==> src/rtl/fsm_step_ctrl_pkg.sv <==
// Shared definitions for the sequence-FSM front-end control stage:
// mode state encoding and the counter width helper.
package fsm_ctrl_pkg;

    typedef logic [1:0] state_t;

    localparam state_t ST_STOP = 2'd0;
    localparam state_t ST_RUN  = 2'd1;
    localparam state_t ST_STEP = 2'd2;

    // Width of a counter that runs 0..n-1; never narrower than one bit.
    function automatic int cnt_w(input int n);
        return (n <= 2) ? 1 : $clog2(n);
    endfunction

endpackage

==> src/rtl/fsm_step_ctrl_if.sv <==
// Button inputs and FSM drive outputs of the control stage, grouped as one bundle.
interface fsm_step_ctrl_if;

    logic btn_run;
    logic btn_step;
    logic btn_dir;
    logic enable;
    logic up_down;
    logic run_led;

    // Side that drives the buttons and observes the strobes.
    modport master (
        output btn_run, btn_step, btn_dir,
        input  enable, up_down, run_led
    );

    // The control stage itself.
    modport slave (
        input  btn_run, btn_step, btn_dir,
        output enable, up_down, run_led
    );

endinterface

==> src/rtl/fsm_step_ctrl_btn_debounce.sv <==
// Conditions one raw push-button: two-flop synchronizer, stability-count
// debouncer and a one-cycle rising-edge press strobe.
module btn_debounce
    import fsm_ctrl_pkg::*;
#(
    parameter int DEB_CYCLES = 4
) (
    input  logic clk,
    input  logic rst,
    input  logic raw,
    output logic level,
    output logic press
);

    localparam int             DW       = cnt_w(DEB_CYCLES);
    localparam logic [DW-1:0]  DEB_LAST = DW'(DEB_CYCLES - 1);

    logic          sync1_q, sync1_d;
    logic          sync2_q, sync2_d;
    logic          deb_q, deb_d;
    logic          deb_prev_q, deb_prev_d;
    logic [DW-1:0] cnt_q, cnt_d;

    // Next-state: shift the synchronizer, count disagreeing samples, accept a new level once stable.
    always_comb begin
        sync1_d    = raw;
        sync2_d    = sync1_q;
        deb_prev_d = deb_q;
        deb_d      = deb_q;
        cnt_d      = '0;
        if (sync2_q != deb_q) begin
            if (cnt_q == DEB_LAST) begin
                deb_d = sync2_q;
            end else begin
                cnt_d = cnt_q + 1'b1;
            end
        end
    end

    // State registers; reset clears the whole chain so no stale press survives.
    always_ff @(posedge clk) begin
        if (rst) begin
            sync1_q    <= 1'b0;
            sync2_q    <= 1'b0;
            deb_q      <= 1'b0;
            deb_prev_q <= 1'b0;
            cnt_q      <= '0;
        end else begin
            sync1_q    <= sync1_d;
            sync2_q    <= sync2_d;
            deb_q      <= deb_d;
            deb_prev_q <= deb_prev_d;
            cnt_q      <= cnt_d;
        end
    end

    assign level = deb_q;
    assign press = deb_q & ~deb_prev_q;

endmodule

==> src/rtl/fsm_step_ctrl.sv <==
// Front-end control for the sequence FSM: debounced run/step/dir buttons drive
// a STOP/RUN/STEP mode FSM, a RUN-mode prescaler and the direction register.
module fsm_step_ctrl
    import fsm_ctrl_pkg::*;
#(
    parameter int DEB_CYCLES = 4,
    parameter int PRESC      = 5
) (
    input  logic           clk,
    input  logic           rst,
    fsm_step_ctrl_if.slave bus
);

    localparam int            PW         = cnt_w(PRESC);
    localparam logic [PW-1:0] PRESC_LAST = PW'(PRESC - 1);

    logic          run_press, step_press, dir_press;
    logic [2:0]    btn_level_unused;

    state_t        state_q, state_d;
    logic [PW-1:0] cnt_q, cnt_d;
    logic          up_down_q, up_down_d;

    btn_debounce #(.DEB_CYCLES(DEB_CYCLES)) u_deb_run (
        .clk   (clk),
        .rst   (rst),
        .raw   (bus.btn_run),
        .level (btn_level_unused[0]),
        .press (run_press)
    );

    btn_debounce #(.DEB_CYCLES(DEB_CYCLES)) u_deb_step (
        .clk   (clk),
        .rst   (rst),
        .raw   (bus.btn_step),
        .level (btn_level_unused[1]),
        .press (step_press)
    );

    btn_debounce #(.DEB_CYCLES(DEB_CYCLES)) u_deb_dir (
        .clk   (clk),
        .rst   (rst),
        .raw   (bus.btn_dir),
        .level (btn_level_unused[2]),
        .press (dir_press)
    );

    // State register together with the prescaler and direction flop.
    always_ff @(posedge clk) begin
        if (rst) begin
            state_q   <= ST_STOP;
            cnt_q     <= '0;
            up_down_q <= 1'b1;
        end else begin
            state_q   <= state_d;
            cnt_q     <= cnt_d;
            up_down_q <= up_down_d;
        end
    end

    // Next-state: mode transitions (run beats step in STOP), prescaler counts only while staying in RUN.
    always_comb begin
        state_d   = state_q;
        cnt_d     = '0;
        up_down_d = dir_press ? ~up_down_q : up_down_q;
        case (state_q)
            ST_STOP: begin
                if (run_press) begin
                    state_d = ST_RUN;
                end else if (step_press) begin
                    state_d = ST_STEP;
                end
            end
            ST_RUN: begin
                if (run_press) begin
                    state_d = ST_STOP;
                end
            end
            ST_STEP: begin
                state_d = ST_STOP;
            end
            default: begin
                state_d = ST_STOP;
            end
        endcase
        if ((state_q == ST_RUN) && (state_d == ST_RUN)) begin
            cnt_d = (cnt_q == PRESC_LAST) ? '0 : cnt_q + 1'b1;
        end
    end

    // Moore outputs decoded from the registered state and prescaler.
    always_comb begin
        bus.enable  = (state_q == ST_STEP) ||
                      ((state_q == ST_RUN) && (cnt_q == PRESC_LAST));
        bus.run_led = (state_q == ST_RUN);
        bus.up_down = up_down_q;
    end

endmodule
==> src/flat_wrapper.sv <==
// flat-port wrapper written by rule: the top's interface ports become plain ports
module fsm_step_ctrl_flat import fsm_ctrl_pkg::*;
#(
    parameter int DEB_CYCLES = 4,
    parameter int PRESC      = 5
)
  (clk, rst, bus_btn_run, bus_btn_step, bus_btn_dir, bus_enable, bus_up_down, bus_run_led);
  fsm_step_ctrl_if bus_i ();
  input  logic clk;
  input  logic rst;
  input wire logic [$bits(bus_i.btn_run)-1:0] bus_btn_run;
  input wire logic [$bits(bus_i.btn_step)-1:0] bus_btn_step;
  input wire logic [$bits(bus_i.btn_dir)-1:0] bus_btn_dir;
  output wire logic [$bits(bus_i.enable)-1:0] bus_enable;
  output wire logic [$bits(bus_i.up_down)-1:0] bus_up_down;
  output wire logic [$bits(bus_i.run_led)-1:0] bus_run_led;
  assign bus_i.btn_run = bus_btn_run;
  assign bus_i.btn_step = bus_btn_step;
  assign bus_i.btn_dir = bus_btn_dir;
  assign bus_enable = bus_i.enable;
  assign bus_up_down = bus_i.up_down;
  assign bus_run_led = bus_i.run_led;
  fsm_step_ctrl #(.DEB_CYCLES(DEB_CYCLES), .PRESC(PRESC)) u_core (.clk(clk), .rst(rst), .bus(bus_i));
endmodule
==> config.mk <==
export PLATFORM = sky130hd
export DESIGN_NAME = fsm_step_ctrl_flat
export DESIGN_NICKNAME = d
export VERILOG_FILES = /design/src/rtl/fsm_step_ctrl_pkg.sv /design/src/rtl/fsm_step_ctrl_if.sv /design/src/rtl/fsm_step_ctrl_btn_debounce.sv /design/src/rtl/fsm_step_ctrl.sv /design/src/flat_wrapper.sv
export SDC_FILE = /design/constraint.sdc
export NUM_CORES = 1
export LEC_CHECK = 0
export BUFFER_PORTS_ARGS = -buffer_cell sky130_fd_sc_hd__buf_2
export CORE_MARGIN = 3
export CORE_UTILIZATION = 52
export DETAILED_ROUTE_END_ITERATION = 10
export PLACE_DENSITY = 0.83
export SLEW_MARGIN = 10
export SYNTH_ARGS = -nofsm -noshare
export SYNTH_HDL_FRONTEND = slang
export SYNTH_SLANG_ARGS = --single-unit
==> constraint.sdc <==
create_clock -name clk -period 2.5 [get_ports clk]
set_input_delay 0.5 -clock clk [delete_from_list [all_inputs] [get_ports clk]]
set_output_delay 0.5 -clock clk [all_outputs]
set_load 0.01 [all_outputs]
==> results of run 1 <==
==> state kept, by name, indices dropped and copies added (netlist names), 2 cells and up <==
name	flops
u_core.cnt_q	3
u_core.state_q	2
u_core.u_deb_dir.cnt_q	2
u_core.u_deb_run.cnt_q	2
u_core.u_deb_step.cnt_q	2
==> power breakdown <==
group          total (W)  switching (W)  internal [W]  leakage [nW]
Clock           0.000194       0.000105     0.0000889        0.0210
Combinational  0.0000145     0.00000696    0.00000753         0.166
Sequential      0.000391     0.00000246      0.000388         0.195
Total           0.000599       0.000114      0.000485         0.382
==> stage by stage <==
stage | util [%] | area [um2]
5_1_grt | 65.7 | 930
4_1_cts | 65.7 | 930
6_report | 65.7 | 930
3_5_place_dp | 63.1 | 893
3_3_place_gp | 63.1 | 893
2_1_floorplan | - | 845
==> logic make-up after synthesis <==
family        synth area share (%)
xor+xnor                      6.22
fa+ha+maj                     7.41
buf+inv                       3.26
flops                         56.9
mux                           4.89
simple gates                  21.3
==> cell usage in the layout (no fill, tap or decap), types with 2 or more instances in the layout <==
cell type | synthesis | final
buf_2 | 1 | 7
clkbuf_4 | 0 | 3
dfxtp_1 | 24 | 24
ha_1 | 5 | 5
inv_1 | 6 | 6
mux2i_1 | 3 | 3
nand2b_1 | 2 | 2
nor2_1 | 13 | 13
nor2b_1 | 11 | 11
or3_1 | 3 | 3
xnor2_1 | 5 | 5
==> worst max path at each step <==
stage / startpoint / end / slack, ns / depth (start not counted)
after detailed placement: u_core.cnt_q[0] / bus_enable / 0.92 / 6
after global routing: u_core.cnt_q[0] / bus_enable / 0.50 / 6
final: u_core.cnt_q[0] / bus_enable / 0.58 / 6
after CTS: u_core.cnt_q[0] / bus_enable / 0.56 / 6
after global placement: u_core.cnt_q[0] / bus_enable / 0.96 / 6
after floorplan: u_core.cnt_q[0] / bus_enable / 1.07 / 5
==> critical path: stages (launching register included) <==
cell	delay (ns)
dfxtp_1	0.37
inv_1	0.06
ha_1	0.19
nand2_1	0.07
nor2_1	0.04
mux2_2	0.25
buf_2	0.13
==> cell type report <==
| cell class | instances | area, um2 | share of cell area (%) |
|---|---|---|---|
| multi-input cells | 49 | 337 | 36.2 |
| flip-flops and latches | 24 | 480 | 51.7 |
| well taps | 15 | 18.8 | 2.02 |
| inverters | 6 | 22.5 | 2.42 |
| clock buffers | 4 | 36.3 | 3.90 |
| repair buffers | 7 | 35.0 | 3.77 |
==> routing by layer <==
metal / GRT usage [%] / up-vias / part of all wire [%]
met4: 10.2 / 0 / 3.4
met1: 16.0 / 236 / 45
met5: 0 / - / 0
li1: - / 275 / -
met3: 2.34 / 5 / 3.7
met2: 19.8 / 10 / 48
==> out/results.env, run 1 <==
WORST_HOLD_START='bus_btn_step'
PEAKVDDDROP_mV=0.391
GLOBALROUTEOVERFLOWTOTAL=0
CTS-ROOT-BUF='clkbuf_4'
SYNTHDOMINANTCELLAREASHARE_PCT=56.9
IO-PIN-COUNT=8
CTSHOLDBUFFERS=0
REGTOREGENDPOINT='u_core.u_deb_run.cnt_q[0]'
NUM-FILL-CELLS=117
POST-ROUTE-WORST-SETUP-SLACK_NS=0.578
SYNTH_AREA_UM2=845
TOTAL_NETS_AFTER_SYNTHESIS=90
WORST-ENDPOINT-REQUIRED_NS=2.00
AREA.GROWTH.SYNTH_TO_FINAL_PCT=10.1
DRIVE_ABOVE_1_SHARE_PCT=13.3
CLK_PIN_SLEW_NS=0.12
R2R-START='u_core.u_deb_run.cnt_q[0]'
INSERTION_DELAY_NS=0.31
FIRST_PASS_GRT_WIRE_LENGTH_UM=1930
STARTPOINT_TYPE='flip-flop'
FIRSTDRTPASSITERS=2
YS_DOMINANT_REG_CELL='dfxtp_1'
OVERALL_DIE_HEIGHT_UM=46.3
CHIP_WIDTH_UM=46.3
NUM_VIAS=526
PWR_DENSITY_CELL_nW_PER_UM2=644
GRT_SETUP_UNREPAIRED='false'
YOSYSUNIQUECELLTYPES=17
PLACER_CONGESTION=0.624
DRT_DRC_VIOLATIONS_LEFT=0
CRITICAL_PATH_FANOUTS_MAX=3
TIGHTEST_SLEW_NS=0.280
REG2REG_DEPTH=3
TIMING.FINAL.MAX_SLEW_VIOLATIONS=0
DP_CELLS=101
DESIGN.FINAL.NETS=101
PRE_CTS_SLACK_NS=0.918
TIMING.SLEW.HEADROOM_PCT=81.3
TOTAL_POWER_W=0.000599
DP_HPWL_UM=799
NUMCTSBUFFERS=3
FINAL_WORST_HOLD_SLACK_NS=0.392
CTS.REPAIR.RESIZED=0
SYNTH_TOP_CELLS_BY_AREA='dfxtp_1 (57%), nor2b_1 (8.1%), ha_1 (7.4%)'
FINAL_ANTENNA_NET_COUNT=0
YOSYSMOSTFREQUENTCELL='dfxtp_1'
WORST_HOLD_PATH_TYPE='input port to flip-flop'
RRSETUPSLACK_NS=1.37
GRT_PASS1_VIAS=472
MAX_CLOCK_FREQ_MHz=520
SYNTH_AREA_PER_CELL_UM2=10.6
YS_FF_LATCH=24
CTS_TREE='done'
FINISHED_LAYOUT_CELLS=105
GRT_START_MAX_NET_PINS=20
VIAS_PER_CELL=5.01
DETAIL_ROUTE.WL_PER_CELL_UM=10.3
POST-SYNTH-TOP-AREA-CELL='dfxtp_1'
HOLD_VIOL_FINAL=0
SYNTH_EDF_COUNT=0
INSERTEDDIODECOUNT=0
FINALWORSTPATHREQUIREDPERIOD_NS=1.92
HOLD_PATH_DEPTH=2
CLOCKBUFFERDEPTH=2
HTREE_LEVELS=1
CORE.ROWCOUNT=13
DIE_AREA_UM2=2140
GLOBALROUTETOTALUTIL_PCT=13.0
ASYNC_FLOP_SHARE_PCT=0
MIN_TO='u_core.u_deb_step.sync1_q'
DRT-TOTAL-WL_UM=1080
DRTITER0DRC=6
INITIAL_ANTENNA_VIOLATION_COUNT=0
CORE_UM2=1420
YOSYSSEQAREASHARE_PCT=56.9
NUMBER_OF_WARNINGS_PRINTED_DURING_YOSYS_SYNTHESIS=0
MAX_CAP_VIOL_COUNT=0
INITIAL_CORE_UTIL_PCT=59.7
OUTCOME='finished clean'
LEAKAGE_nW=0.382
SYNTH.TOP_CELLS.BY_COUNT='dfxtp_1 (24), nor2_1 (13), nor2b_1 (11), inv_1 (6)'
CLKSINKCOUNT=24
FINALCRITPERIODSHARE_PCT=76.9
POST-CTS-SETUP-BUFFERS=0
POSTSYNTHCELLCOUNT=80
CLOCK_SKEW_NS=0.00378
ENDPOINT_KIND='primary output'
SETUP_VIOL=0
PLACE.PORT_BUFFERS=7
FIN_SETUP_TNS_NS=0
ARRIVAL_WORST_ENDPOINT_NS=1.42
CLASS_OF_THE_MOST_CRITICAL_SETUP_PATH='flip-flop to primary output'
Power figures use the tool's default switching activity.
==> run 2, diff against run 1 <==
==> constraint.sdc (replaced) <==
create_clock -name clk -period 1.8 [get_ports clk]
set_input_delay 0.36 -clock clk [delete_from_list [all_inputs] [get_ports clk]]
set_output_delay 0.36 -clock clk [all_outputs]
set_load 0.01 [all_outputs]
==> run 2 against run 1 <==
Die area is the same. Sequential power increased by 39%. Clock power rose by 39%. Critical path depth unchanged. Sequential share of layout area is 0.76 points lower. Clock skew is essentially flat. Combinational power grew 39%. Cell count up 0.95%. Largest power group unchanged. Flip-flop and latch count did not move. Highest routed layer unchanged. Global-route usage unchanged.
==> out/results.env, run 2 (synthesis gave the netlist of run 1 again) <==
DRTITER0DRC=6
CORE.ROWCOUNT=13
MAX_CAP_VIOL_COUNT=0
HOLD_VIOL_FINAL=0
FINALCRITPERIODSHARE_PCT=97.4
CTS_TREE='done'
STARTPOINT_TYPE='flip-flop'
CELLINTERNALPOWER_W=0.000673
CRITICAL_PATH_FANOUTS_MAX=3
IO-PIN-COUNT=8
VIAS_PER_CELL=5.03
FIN_SETUP_TNS_NS=0
OUTCOME='finished clean'
FINISHED_LAYOUT_CELLS=106
WORST-ENDPOINT-REQUIRED_NS=1.44
DRT_DRC_VIOLATIONS_LEFT=0
INITIAL_ANTENNA_VIOLATION_COUNT=0
CORE_UM2=1420
PRE_CTS_SLACK_NS=0.358
GLOBALROUTETOTALUTIL_PCT=13.0
SETUP_VIOL=0
PLACER_CONGESTION=0.625
NUM_VIAS=533
GLOBALROUTEOVERFLOWTOTAL=0
FIRSTDRTPASSITERS=2
WORST_HOLD_PATH_TYPE='input port to flip-flop'
CLOCKBUFFERDEPTH=2
NUMCTSBUFFERS=3
DETAIL_ROUTE.WL_PER_CELL_UM=10.6
PWR_DENSITY_CELL_nW_PER_UM2=877
TIGHTEST_SLEW_NS=0.280
PLACE.PORT_BUFFERS=7
FINAL_CELL_MIX='dfxtp_1 (22), nor2_1 (13), nor2b_1 (11)'
CTSHOLDBUFFERS=0
TIMING.SLEW.HEADROOM_PCT=81.3
NUM-FILL-CELLS=119
PEAKVDDDROP_mV=0.543
POST-ROUTE-WORST-SETUP-SLACK_NS=0.0476
INSERTION_DELAY_NS=0.31
CTS-ROOT-BUF='clkbuf_4'
MAX_STAGE_DELAY_NS=0.36
POWER.SHARE.CLOCK_PCT=32.4
LAYOUT_COMMONEST_CELL='dfxtp_1'
ENDPOINT_KIND='primary output'
DESIGN.FINAL.NETS=102
DIE_AREA_UM2=2140
INSERTEDDIODECOUNT=0
DP_HPWL_UM=799
POWER.SHARE.SEQUENTIAL_PCT=65.2
OVERALL_DIE_HEIGHT_UM=46.3
LARGEST-REGISTER='u_core.cnt_q'
HTREE_LEVELS=1
POWER_SWITCHING_SHARE_PCT=19.1
DRT-TOTAL-WL_UM=1120
COMBINATIONALPOWERSHARE_PCT=2.4
ARRIVAL_WORST_ENDPOINT_NS=1.39
MAX_CLOCK_FREQ_MHz=571
FINAL_ANTENNA_NET_COUNT=0
CLASS_OF_THE_MOST_CRITICAL_SETUP_PATH='flip-flop to primary output'
SLOWEST_STAGE='dfxtp_2'
GRT_START_MAX_NET_PINS=20
CLKSINKCOUNT=24
TIMING.FINAL.MAX_SLEW_VIOLATIONS=0
CP_CELL_SEQUENCE='inv_1 -> ha_2 -> nand2_1 -> nor2_1 -> mux2_2 -> buf_6'
INITIAL_CORE_UTIL_PCT=59.7
DP_CELLS=101
CHIP_WIDTH_UM=46.3
FINALWORSTPATHREQUIREDPERIOD_NS=1.75
LEAKAGE_nW=0.388
FINAL_WORST_HOLD_SLACK_NS=0.252
NUMBER_OF_FLIP_FLOPS_UNDER_THE_LARGEST_REGISTER_NAME=3
FIRST_PASS_GRT_WIRE_LENGTH_UM=1930
TOTAL_SWITCHING_POWER_W=0.000159
CLK_PIN_SLEW_NS=0.12
DRIVE_ABOVE_1_SHARE_PCT=17.6
CLOCK_SKEW_NS=0.00380
LAYOUT.CORE_UTILIZATION_PCT=67.0
AREA.GROWTH.SYNTH_TO_FINAL_PCT=12.3
GRT_PASS1_VIAS=472
## run 2: cell types whose count changed in the layout (fill, tap and decap cells not counted)
cell,change
dfxtp_1,-2
dfxtp_2,+2
buf_2,-1
buf_4,+1
buf_6,+1
ha_1,-1
ha_2,+1
## run 2: power groups by stage
stage	logic [W]	registers [W]	clock network [W]
finish	0.0000201	0.000543	0.000269
global route	0.0000236	0.000544	0.000311
CTS	0.0000208	0.000543	0.000282
detailed placement	0.0000205	0.000555	0
global placement	0.0000199	0.000554	0
floorplan	0.0000132	0.000554	0
## run 2: metal layers
metal	global-route usage, %	vias to the layer above	part of all wire [%]	routed length, um
met2	19.8	10	49	555
met4	10.2	0	3.3	37
met1	16.0	241	44	490
met5	0	-	0	0
li1	-	277	-	-
met3	2.34	5	3.6	40
## run 2: metrics by stage
| step | total power, W | instance area (um2) |
|---|---|---|
| global route | 0.000879 | 948 |
| floorplan | 0.000567 | 845 |
| CTS | 0.000845 | 931 |
| finish | 0.000832 | 948 |
| global placement | 0.000574 | 893 |
| detailed placement | 0.000575 | 893 |
## run 2: final timing paths
check,from,endpoint,slack (ns),depth (start not counted)
max,u_core.cnt_q[0],bus_enable,0.05,6
min,bus_btn_step,u_core.u_deb_step.sync1_q,0.25,2
max reg2reg,u_core.u_deb_run.cnt_q[0],u_core.u_deb_run.cnt_q[0],0.67,3
min reg2reg,u_core.u_deb_step.deb_prev_q,u_core.state_q[1],0.41,1
## run 2: layout make-up
class	count	area [um2]	area share, %
multi-input cells	49	339	35.8
flip-flops and latches	24	483	50.9
inverters	6	22.5	2.37
repair buffers	8	48.8	5.15
clock buffers	4	36.3	3.83
well taps	15	18.8	1.98
## run 2: timing repair
item / CTS / global route
setup buffers: 0 / 1
endpoints found under the setup margin: 1 / 1
resized for setup: 1 / 3
## run 2: critical path: cells and delay by family, from the launching register on
kind                       cells  cell delay, ns
and+or+nand+nor                2            0.12
DFF                            1            0.36
adders and majority gates      1            0.17
buffers and inverters          2            0.16
muxes                          1            0.28
